===== src/rtl/bumpy_pkg.sv =====
// Shared types and defaults for the Bumpy game-flow logic.
// Holds the game phase encoding, default game dimensions and tile codes.
// Tile codes are shared with the tile-map and collision blocks.
package bumpy_pkg;

  typedef enum logic [2:0] {
    ST_IDLE = 3'd0,
    ST_LOAD = 3'd1,
    ST_PLAY = 3'd2,
    ST_DEAD = 3'd3,
    ST_WIN  = 3'd4,
    ST_OVER = 3'd5,
    ST_DONE = 3'd6
  } game_state_t;

  localparam int NUM_LEVELS_DEFAULT   = 4;
  localparam int NUM_LIVES_DEFAULT    = 3;
  // Two seconds of pause at 30 frames per second.
  localparam int DELAY_FRAMES_DEFAULT = 60;

  localparam logic [1:0] TILETYPE_EMPTY = 2'd0;
  localparam logic [1:0] TILETYPE_WALL  = 2'd1;
  localparam logic [1:0] TILETYPE_GIFT  = 2'd2;
  localparam logic [1:0] TILETYPE_HOLE  = 2'd3;

endpackage


===== src/rtl/frame_event_latch.sv =====
// Turns a per-pixel hit level into a once-per-frame event flag.
// Latency: flag visible the cycle after the first hit of the frame.
// No backpressure; forced to 0 while disabled.
module frame_event_latch (
  input  logic clk,
  input  logic resetN,
  input  logic en,
  input  logic sof,
  input  logic hit,
  output logic q
);

  // Accumulate hits within a frame; the frame boundary restarts
  // capture, keeping a hit that lands on the boundary cycle itself.
  always_ff @(posedge clk or negedge resetN) begin
    if (!resetN)   q <= 1'b0;
    else if (!en)  q <= 1'b0;
    else if (sof)  q <= hit;
    else           q <= q | hit;
  end

endmodule


===== src/rtl/bumpy_level_sequencer.sv =====
// Frame-rate game-flow sequencer: lives, levels, gifts and phase control.
// Latency: frame events act one cycle after startOfFrame; level_load one cycle after LOAD.
// No backpressure; start_key honoured only in IDLE, OVER and DONE.
module bumpy_level_sequencer
  import bumpy_pkg::*;
#(
  parameter int NUM_LEVELS   = NUM_LEVELS_DEFAULT,
  parameter int NUM_LIVES    = NUM_LIVES_DEFAULT,
  parameter int DELAY_FRAMES = DELAY_FRAMES_DEFAULT,
  parameter int GIFT_W       = 4,
  localparam int LVL_W       = $clog2(NUM_LEVELS),
  localparam int LIV_W       = $clog2(NUM_LIVES + 1)
) (
  input  logic              clk,
  input  logic              resetN,
  input  logic              startOfFrame,
  input  logic              start_key,
  input  logic              gift_hit,
  input  logic              hole_hit,
  input  logic              loss_hit,
  input  logic [GIFT_W-1:0] level_gifts,
  output logic [2:0]        game_state,
  output logic [LVL_W-1:0]  level,
  output logic [LIV_W-1:0]  lives,
  output logic [GIFT_W-1:0] gifts_left,
  output logic              gift_clear,
  output logic              level_load,
  output logic              freeze
);

  localparam int CNT_W = $clog2(DELAY_FRAMES + 1);

  game_state_t       state, state_nxt;
  logic [LVL_W-1:0]  level_nxt;
  logic [LIV_W-1:0]  lives_nxt;
  logic [GIFT_W-1:0] gifts_nxt;
  logic [CNT_W-1:0]  cnt, cnt_nxt;
  logic              gift_l, hole_l, loss_l;
  logic              latch_en;

  // Latches only collect while play continues; a frame that leaves PLAY
  // drops whatever arrived on its boundary cycle.
  assign latch_en = (state == ST_PLAY) && (state_nxt == ST_PLAY);

  frame_event_latch u_gift_latch (
    .clk(clk), .resetN(resetN), .en(latch_en), .sof(startOfFrame), .hit(gift_hit), .q(gift_l)
  );
  frame_event_latch u_hole_latch (
    .clk(clk), .resetN(resetN), .en(latch_en), .sof(startOfFrame), .hit(hole_hit), .q(hole_l)
  );
  frame_event_latch u_loss_latch (
    .clk(clk), .resetN(resetN), .en(latch_en), .sof(startOfFrame), .hit(loss_hit), .q(loss_l)
  );

  assign game_state = state;
  assign freeze     = (state != ST_PLAY);
  assign gift_clear = (state == ST_PLAY) && (gifts_left == '0);

  // Phase register.
  always_ff @(posedge clk or negedge resetN) begin
    if (!resetN) state <= ST_IDLE;
    else         state <= state_nxt;
  end

  // Next phase and counter updates; one frame action with loss > hole > gift.
  always_comb begin
    state_nxt = state;
    level_nxt = level;
    lives_nxt = lives;
    gifts_nxt = gifts_left;
    cnt_nxt   = cnt;
    case (state)
      ST_IDLE: begin
        if (start_key) state_nxt = ST_LOAD;
      end
      ST_LOAD: begin
        gifts_nxt = level_gifts;
        cnt_nxt   = '0;
        state_nxt = ST_PLAY;
      end
      ST_PLAY: begin
        if (startOfFrame) begin
          if (loss_l) begin
            if (lives != '0) lives_nxt = lives - LIV_W'(1);
            state_nxt = (lives <= LIV_W'(1)) ? ST_OVER : ST_DEAD;
          end else if (hole_l && gift_clear) begin
            state_nxt = ST_WIN;
          end else if (gift_l && gifts_left != '0) begin
            gifts_nxt = gifts_left - GIFT_W'(1);
          end
        end
      end
      ST_DEAD, ST_WIN: begin
        if (startOfFrame) begin
          if (cnt == CNT_W'(DELAY_FRAMES - 1)) begin
            cnt_nxt = '0;
            if (state == ST_DEAD) begin
              state_nxt = ST_LOAD;
            end else if (level == LVL_W'(NUM_LEVELS - 1)) begin
              state_nxt = ST_DONE;
            end else begin
              level_nxt = level + LVL_W'(1);
              state_nxt = ST_LOAD;
            end
          end else begin
            cnt_nxt = cnt + CNT_W'(1);
          end
        end
      end
      ST_OVER, ST_DONE: begin
        if (start_key) begin
          lives_nxt = LIV_W'(NUM_LIVES);
          level_nxt = '0;
          state_nxt = ST_LOAD;
        end
      end
      default: state_nxt = ST_IDLE;
    endcase
  end

  // Game counters, pause counter and the reload strobe.
  always_ff @(posedge clk or negedge resetN) begin
    if (!resetN) begin
      level      <= '0;
      lives      <= LIV_W'(NUM_LIVES);
      gifts_left <= '0;
      cnt        <= '0;
      level_load <= 1'b0;
    end else begin
      level      <= level_nxt;
      lives      <= lives_nxt;
      gifts_left <= gifts_nxt;
      cnt        <= cnt_nxt;
      level_load <= (state == ST_LOAD);
    end
  end

endmodule


===== config.mk =====
export PLATFORM = sky130hd
export DESIGN_NAME = bumpy_level_sequencer
export DESIGN_NICKNAME = d
export VERILOG_FILES = /design/src/rtl/bumpy_pkg.sv /design/src/rtl/frame_event_latch.sv /design/src/rtl/bumpy_level_sequencer.sv
export SDC_FILE = /design/constraint.sdc
export NUM_CORES = 1
export LEC_CHECK = 0
export CAP_MARGIN = 25
export CORE_UTILIZATION = 45
export CTS_BUF_LIST = sky130_fd_sc_hd__clkbuf_4
export CTS_CLUSTER_SIZE = 10
export DETAILED_ROUTE_END_ITERATION = 8
export PLACE_DENSITY = 0.7
export SETUP_SLACK_MARGIN = 0.2
export SLEW_MARGIN = 20
export SYNTH_ARGS = -nofsm -noshare
export SYNTH_HDL_FRONTEND = slang
export SYNTH_HIERARCHICAL = 1
export SYNTH_SLANG_ARGS = --single-unit

===== constraint.sdc =====
create_clock -name clk -period 2.9 [get_ports clk]
set_input_delay 0.435 -clock clk [delete_from_list [all_inputs] [get_ports clk]]
set_output_delay 0.435 -clock clk [all_outputs]
set_load 0.02 [all_outputs]

Yosys cells after proc, flatten, opt, wreduce, memory -nomap -nowiden:

Cells that the tools add are included.

* register bits after elaboration: 21
* bits of input ports: 11
* output and inout port bits: 14
* word-level logic and storage cells: 92

* add/sub/neg operators: 4
* $lt $le $gt $ge: 1
* equal/unequal tests: 21
* mux-type cells: 35
* bitwise gates (word level): 3
* reductions and logical operators: 19

Operators with widths (number)
* two-way mux 3 bit: 9
* two-way mux 2 bit: 9
* two-way mux 4 bit: 4
* != test 2 bit, second input constant: 8
* two-way mux 6 bit: 2
* one-hot mux 3 bit (4 select lines): 1
* one-hot mux 6 bit (2 select lines): 1
* AND reduction 5 bit: 2
* nonzero test 2 bit: 5
* == test 3 x 2 -> 1 bit, second input constant: 3
* == test 3 bit, second input constant: 3
* one-hot mux 2 bit (2 select lines): 2
* one-hot mux 4 bit (2 select lines): 1
* adder 6 x 1 -> 6 bit, second input constant: 1
* == test 6 bit, second input constant: 1
* two-way mux 1 bit: 6
* != test 2 x 1 -> 1 bit, second input constant: 3
* AND reduction 6 bit: 1
* logical AND 1 bit: 4
* logical NOT 4 bit: 1
* nonzero test 4 bit: 1
* OR reduction 2 bit: 2
* subtractor 4 x 1 -> 4 bit, second input constant: 1
* == test 3 x 1 -> 1 bit, second input constant: 1
* other kinds (9): 11

Longest topological paths before layout:

* depth in word-level cells: 10
* gate-level depth with buffers: 7
* depth with buffers taken out: 7

By module:

Netlist, hierarchy kept.

Modules (own cells, without submodules)
* bumpy_level_sequencer: times used 1, cells an instance 142, area each 1246.2 sq um, sequential area each 452.9 sq um
* frame_event_latch: times used 3, cells an instance 3, area each 46.3 sq um, sequential area each 25.0 sq um

Least setup slack after synthesis:

OpenSTA, ideal clock, no wires.

* path type: register to register
* from: register gifts_left[0]
* to: register gifts_left[1]
* setup time: 125 ps
* data arrival time: 1672 ps
* required time: 2775 ps
* path slack: 1103 ps
* stages on the path, launching flop included: 7
* buffers on the path: 0
* clock period less this slack: 1797 ps
* cells stage by stage: dfrtp_1 > inv_1 > ha_1 > nor3b_1 > o21ai_0 > nand2_2 > mux2_4

* longest elaborated chain between the ends: 6
* elaborated cells on any way between the ends: 14
* those cells by class: add/sub: 1; eq/ne: 2; mux: 5; reduce/logical: 6

RTL lines
* start, declared: line bumpy_level_sequencer.sv:25 `output logic [GIFT_W-1:0] gifts_left,`
* start signal, assigned: line bumpy_level_sequencer.sv:132 `gifts_left <= gifts_nxt;`
* subtractor 4 x 1 -> 4 bit: line bumpy_level_sequencer.sv:89 `gifts_nxt = gifts_left - GIFT_W'(1);`
* two-way mux 4 bit: line bumpy_level_sequencer.sv:88 `end else if (gift_l && gifts_left != '0) begin`
* two-way mux 4 bit: line bumpy_level_sequencer.sv:86 `end else if (hole_l && gift_clear) begin`
* two-way mux 4 bit: line bumpy_level_sequencer.sv:83 `if (loss_l) begin`
* two-way mux 4 bit: line bumpy_level_sequencer.sv:82 `if (startOfFrame) begin`
* one-hot mux 4 bit (2 select lines): line bumpy_level_sequencer.sv:72 `case (state)`

Parallel ways exist; a longest one is shown, timed or not. The select of a mux whose other input is x is not followed.
A chain may end at the register's enable or synchronous reset.

Worst setup path after layout:

* from: register state[0], in the netlist game_state[0]
* to: output freeze

* longest elaborated chain between the ends: 1

RTL lines
* start, declared: line bumpy_level_sequencer.sv:33 `game_state_t state, state_nxt;`
* start signal, assigned: line bumpy_level_sequencer.sv:62 `else state <= state_nxt;`
* != test 3 x 2 -> 1 bit: line bumpy_level_sequencer.sv:56 `assign freeze = (state != ST_PLAY);`
* end, declared: line bumpy_level_sequencer.sv:28 `output logic freeze`

Every way passes these cells.

==> qor.log <==
qor: run_status.run_status finished, violations left
qor: run_status.failed_checks design-rule violations
qor: grt.grt_util_all_layers 21.8%
qor: logic_synthesis.total_nets_after_synthesis 168
qor: setup_path.worst_path_largest_cell_delay 680 ps
qor: setup_path.critical_path.top_delay_family buffers and inverters
qor: clock_network.cts_inserted_buffers 3
qor: clock_network.clock-root-buffer sky130_fd_sc_hd__clkbuf_4
qor: logic_synthesis.synth-main-ff-cell sky130_fd_sc_hd__dfrtp_1
qor: sta.setup_viol 0
qor: clock_network.clock_insertion_delay_worst_skew 320 ps
qor: power_and_ir_drop.power.ir.vdd_worst 0.461 mV
qor: logic_synthesis.synthDistinctLibCells 46
qor: floorplanning.row_count 19
qor: placed_design.routabilityCongestion 0.843
qor: sta.timing.final.ws_setup 391 ps
qor: logic_synthesis.synth.yosys.seq_area_share 38.1%
qor: logic_synthesis.post_synth_inst_count 151
qor: sta.finalCriticalPeriod 2510 ps
qor: setup_path.crit_path_top_delay_cell sky130_fd_sc_hd__clkdlybuf4s50_1
qor: logic_synthesis.postSynthAreaPerCell 9.17 um2
qor: grt.antenna_violations_before_repair 0
qor: clock_network.tritoncts built
qor: floorplanning.top_level_ports 25
qor: sta.fin_worst_skew 6.16 ps
qor: floorplanning.fp.dieW 57.5 um
qor: logic_synthesis.ys_ff_latch 21
qor: clock_network.holdBufCountCts 0
qor: logic_synthesis.synth_enable_flop_cells 0
qor: logic_synthesis.mappedNetlistArea 1390 um2
qor: setup_path.worst-path-buf-inv 2
qor: sta.worst_case_headroom_to_the_max_slew_limit 60.9%
qor: sta.fin_setup_tns 0 ps
qor: logic_synthesis.yosys_warnings 6
qor: drt.route.detailed.drc 3
qor: grt.grt_remaining_overflow 0
qor: clock_network.cts.htree.levels 1
qor: drt.routed-via-count 1210
qor: clock_network.post-cts-setup-buffers 0
qor: setup_path.data_arrival_time_of_the_critical_path 2070 ps
qor: setup_path.crit_required 2470 ps
qor: clock_network.cts_repair_resize_count 0
qor: drt.initial_detailed_routing_violation_count 53
qor: drt.detail_route.wl_per_cell 15.5 um
qor: sta.tightest_slew 586 ps
qor: layout.nNetsFinal 193
qor: drt.drt.antenna.violating_nets 0
qor: sta.drv_slew 0
qor: grt.vias_in_the_first_global_route 1196
qor: power_and_ir_drop.cellLeakagePower 0.716 nW
qor: power_and_ir_drop.report.power.total 1.66 mW
qor: sta.max_freq 399 MHz
qor: layout.antenna_cells 0
qor: floorplanning.core_area 2830 um2
qor: clock_network.tritoncts_num_sinks 21
qor: sta.rsz0062_at_grt no
qor: placed_design.detailed_place_hpwl 2380 um
qor: floorplanning.dieArea 3300 um2
qor: drt.post_drt_via_cell_ratio 5.87
qor: floorplanning.chipHeight 57.5 um
qor: placed_design.io_buffer_count 24
qor: setup_path.end_kind output port
qor: power_and_ir_drop.power.density 994 nW/um2
qor: setup_path.critical_path.cell_chain nor3b_4 -> inv_1 -> clkdlybuf4s50_1
qor: layout.post_route_cells_drive_above_1_share 12.6%
qor: sta.finalHoldViolCount 0
qor: drt.routed_wirelength 3200 um
qor: layout.syn_to_final_growth 21.0%
qor: logic_synthesis.fraction_of_registers_with_async_set_or_reset_after_synthesis 100%
qor: setup_path.critical_path_class flop to output port
qor: min_path.worstHoldPathType input pin to asynchronous set/reset pin
qor: clock_network.clk_path_buf_depth 2
qor: setup_path.crit_fanout 15
qor: grt.grt_max_degree 22
qor: sta.holdWs 437 ps
qor: placed_design.pre_cts_ws 632 ps
qor: sta.period_share 86.5%
qor: drt.drt_pre_antenna_iters 7
qor: clock_network.worst_setup_hold_path_clk_slew 130 ps
qor: layout.final_core_util 59.2%
qor: floorplanning.floorplan.initialDensity 49.0%
qor: run.max-cap-violations 0
qor: grt.grt_first_pass_wirelength 5620 um
qor: setup_path.critical_path_source_type flop
[sequential cells by signal (all words and copies together), names as in the netlist]
signal	count
level	2
lives	2
gifts_left	4
u_loss_latch/q	1
game_state	3
level_load	1
u_hole_latch/q	1
cnt	6
u_gift_latch/q	1
[Yosys cell counts, types with 3 or more instances]
| cell type | instances | area, um2 |
|---|---|---|
| sky130_fd_sc_hd__a21o_1 | 3 | 22.5 |
| sky130_fd_sc_hd__a21oi_1 | 10 | 50.1 |
| sky130_fd_sc_hd__and3_1 | 3 | 18.8 |
| sky130_fd_sc_hd__buf_2 | 3 | 15.0 |
| sky130_fd_sc_hd__dfrtp_1 | 19 | 475 |
| sky130_fd_sc_hd__ha_1 | 6 | 75.1 |
| sky130_fd_sc_hd__inv_1 | 13 | 48.8 |
| sky130_fd_sc_hd__nand2_1 | 10 | 37.5 |
| sky130_fd_sc_hd__nand2b_1 | 3 | 18.8 |
| sky130_fd_sc_hd__nand3_1 | 5 | 25.0 |
| sky130_fd_sc_hd__nand3b_1 | 3 | 22.5 |
| sky130_fd_sc_hd__nand4_1 | 4 | 25.0 |
| sky130_fd_sc_hd__nor2_1 | 3 | 11.3 |
| sky130_fd_sc_hd__nor2b_4 | 3 | 41.3 |
| sky130_fd_sc_hd__nor3_1 | 6 | 30.0 |
| sky130_fd_sc_hd__nor3b_1 | 3 | 22.5 |
| sky130_fd_sc_hd__o211ai_1 | 3 | 22.5 |
| sky130_fd_sc_hd__o21a_1 | 3 | 22.5 |
| sky130_fd_sc_hd__o21ai_0 | 12 | 60.1 |
| sky130_fd_sc_hd__o22ai_1 | 4 | 25.0 |
[through the flow]
step	std cells	area [um2]
after floorplan	151	1390
after global placement	202	1640
after detailed placement	202	1640
after CTS	206	1670
after global routing	206	1680
final	206	1680
[placed cells by master, fill, tap and decap left out, drive strengths merged, types with 2 or more instances in the layout]
master         instances
clkdlybuf4s50         24
dfrtp                 19
o21ai                 14
inv                   13
nand2                 12
a21oi                 10
nor3                   6
ha                     6
nand3                  5
nand4                  4
o22ai                  4
nor3b                  4
a21o                   3
nand3b                 3
nor2                   3
nand2b                 3
o211ai                 3
and3                   3
clkbuf                 3
nor2b                  3
o21a                   3
or3b                   2
nor4b                  2
a31oi                  2
or3                    2
dfstp                  2
buf                    2
or2                    2
[final timing paths]
kind / startpoint / endpoint / slack (ps) / depth (start not counted)
worst max register to register: game_state[0] / gifts_left[1] / 980 / 5
worst min register to register: cnt[0] / cnt[0] / 540 / 1
min in group clk: cnt[0] / cnt[0] / 540 / 1
worst min-delay path: resetN / gifts_left[1] / 440 / 2
max in group asynchronous: resetN / lives[0] / 2190 / 2
worst max-delay path: game_state[0] / freeze / 390 / 3
[power breakdown]
part	internal (mW)	leakage [nW]	switching, mW
registers	0.411	0.267	0.165
clock network	0.0516	0.0177	0.100
logic	0.446	0.431	0.492
[metal layers]
metal | global-route usage, % | part of all wire (%) | vias up | wire length (um)
li1 | - | - | 595 | -
met1 | 27.6 | 44 | 583 | 1400
met2 | 37.5 | 51 | 26 | 1640
met3 | 4.54 | 3.6 | 6 | 114
met4 | 5.92 | 1.6 | 0 | 51
met5 | 0 | 0 | - | 0
[layout make-up]
cell class	instances	area, um2
Clock inverter	1	5.00
Tap cell	31	38.8
Sequential cell	21	529
Timing Repair Buffer	26	255
Fill cell	269	1150
Multi-Input combinational cell	111	776
Inverter	13	48.8
Clock buffer	3	22.5
[kinds of logic after synthesis]
kind of cell / after synthesis / synth area share, %
AOI/OAI and AO/OA: 46 / 21.2
xor gates and xnor gates: 1 / 0.632
adders and majority gates: 7 / 6.14
buffers and inverters: 19 / 6.23
DFF: 21 / 38.1
muxes: 1 / 1.08
and+or+nand+nor: 56 / 26.6
Note: power is estimated with default switching activity, not from simulation.
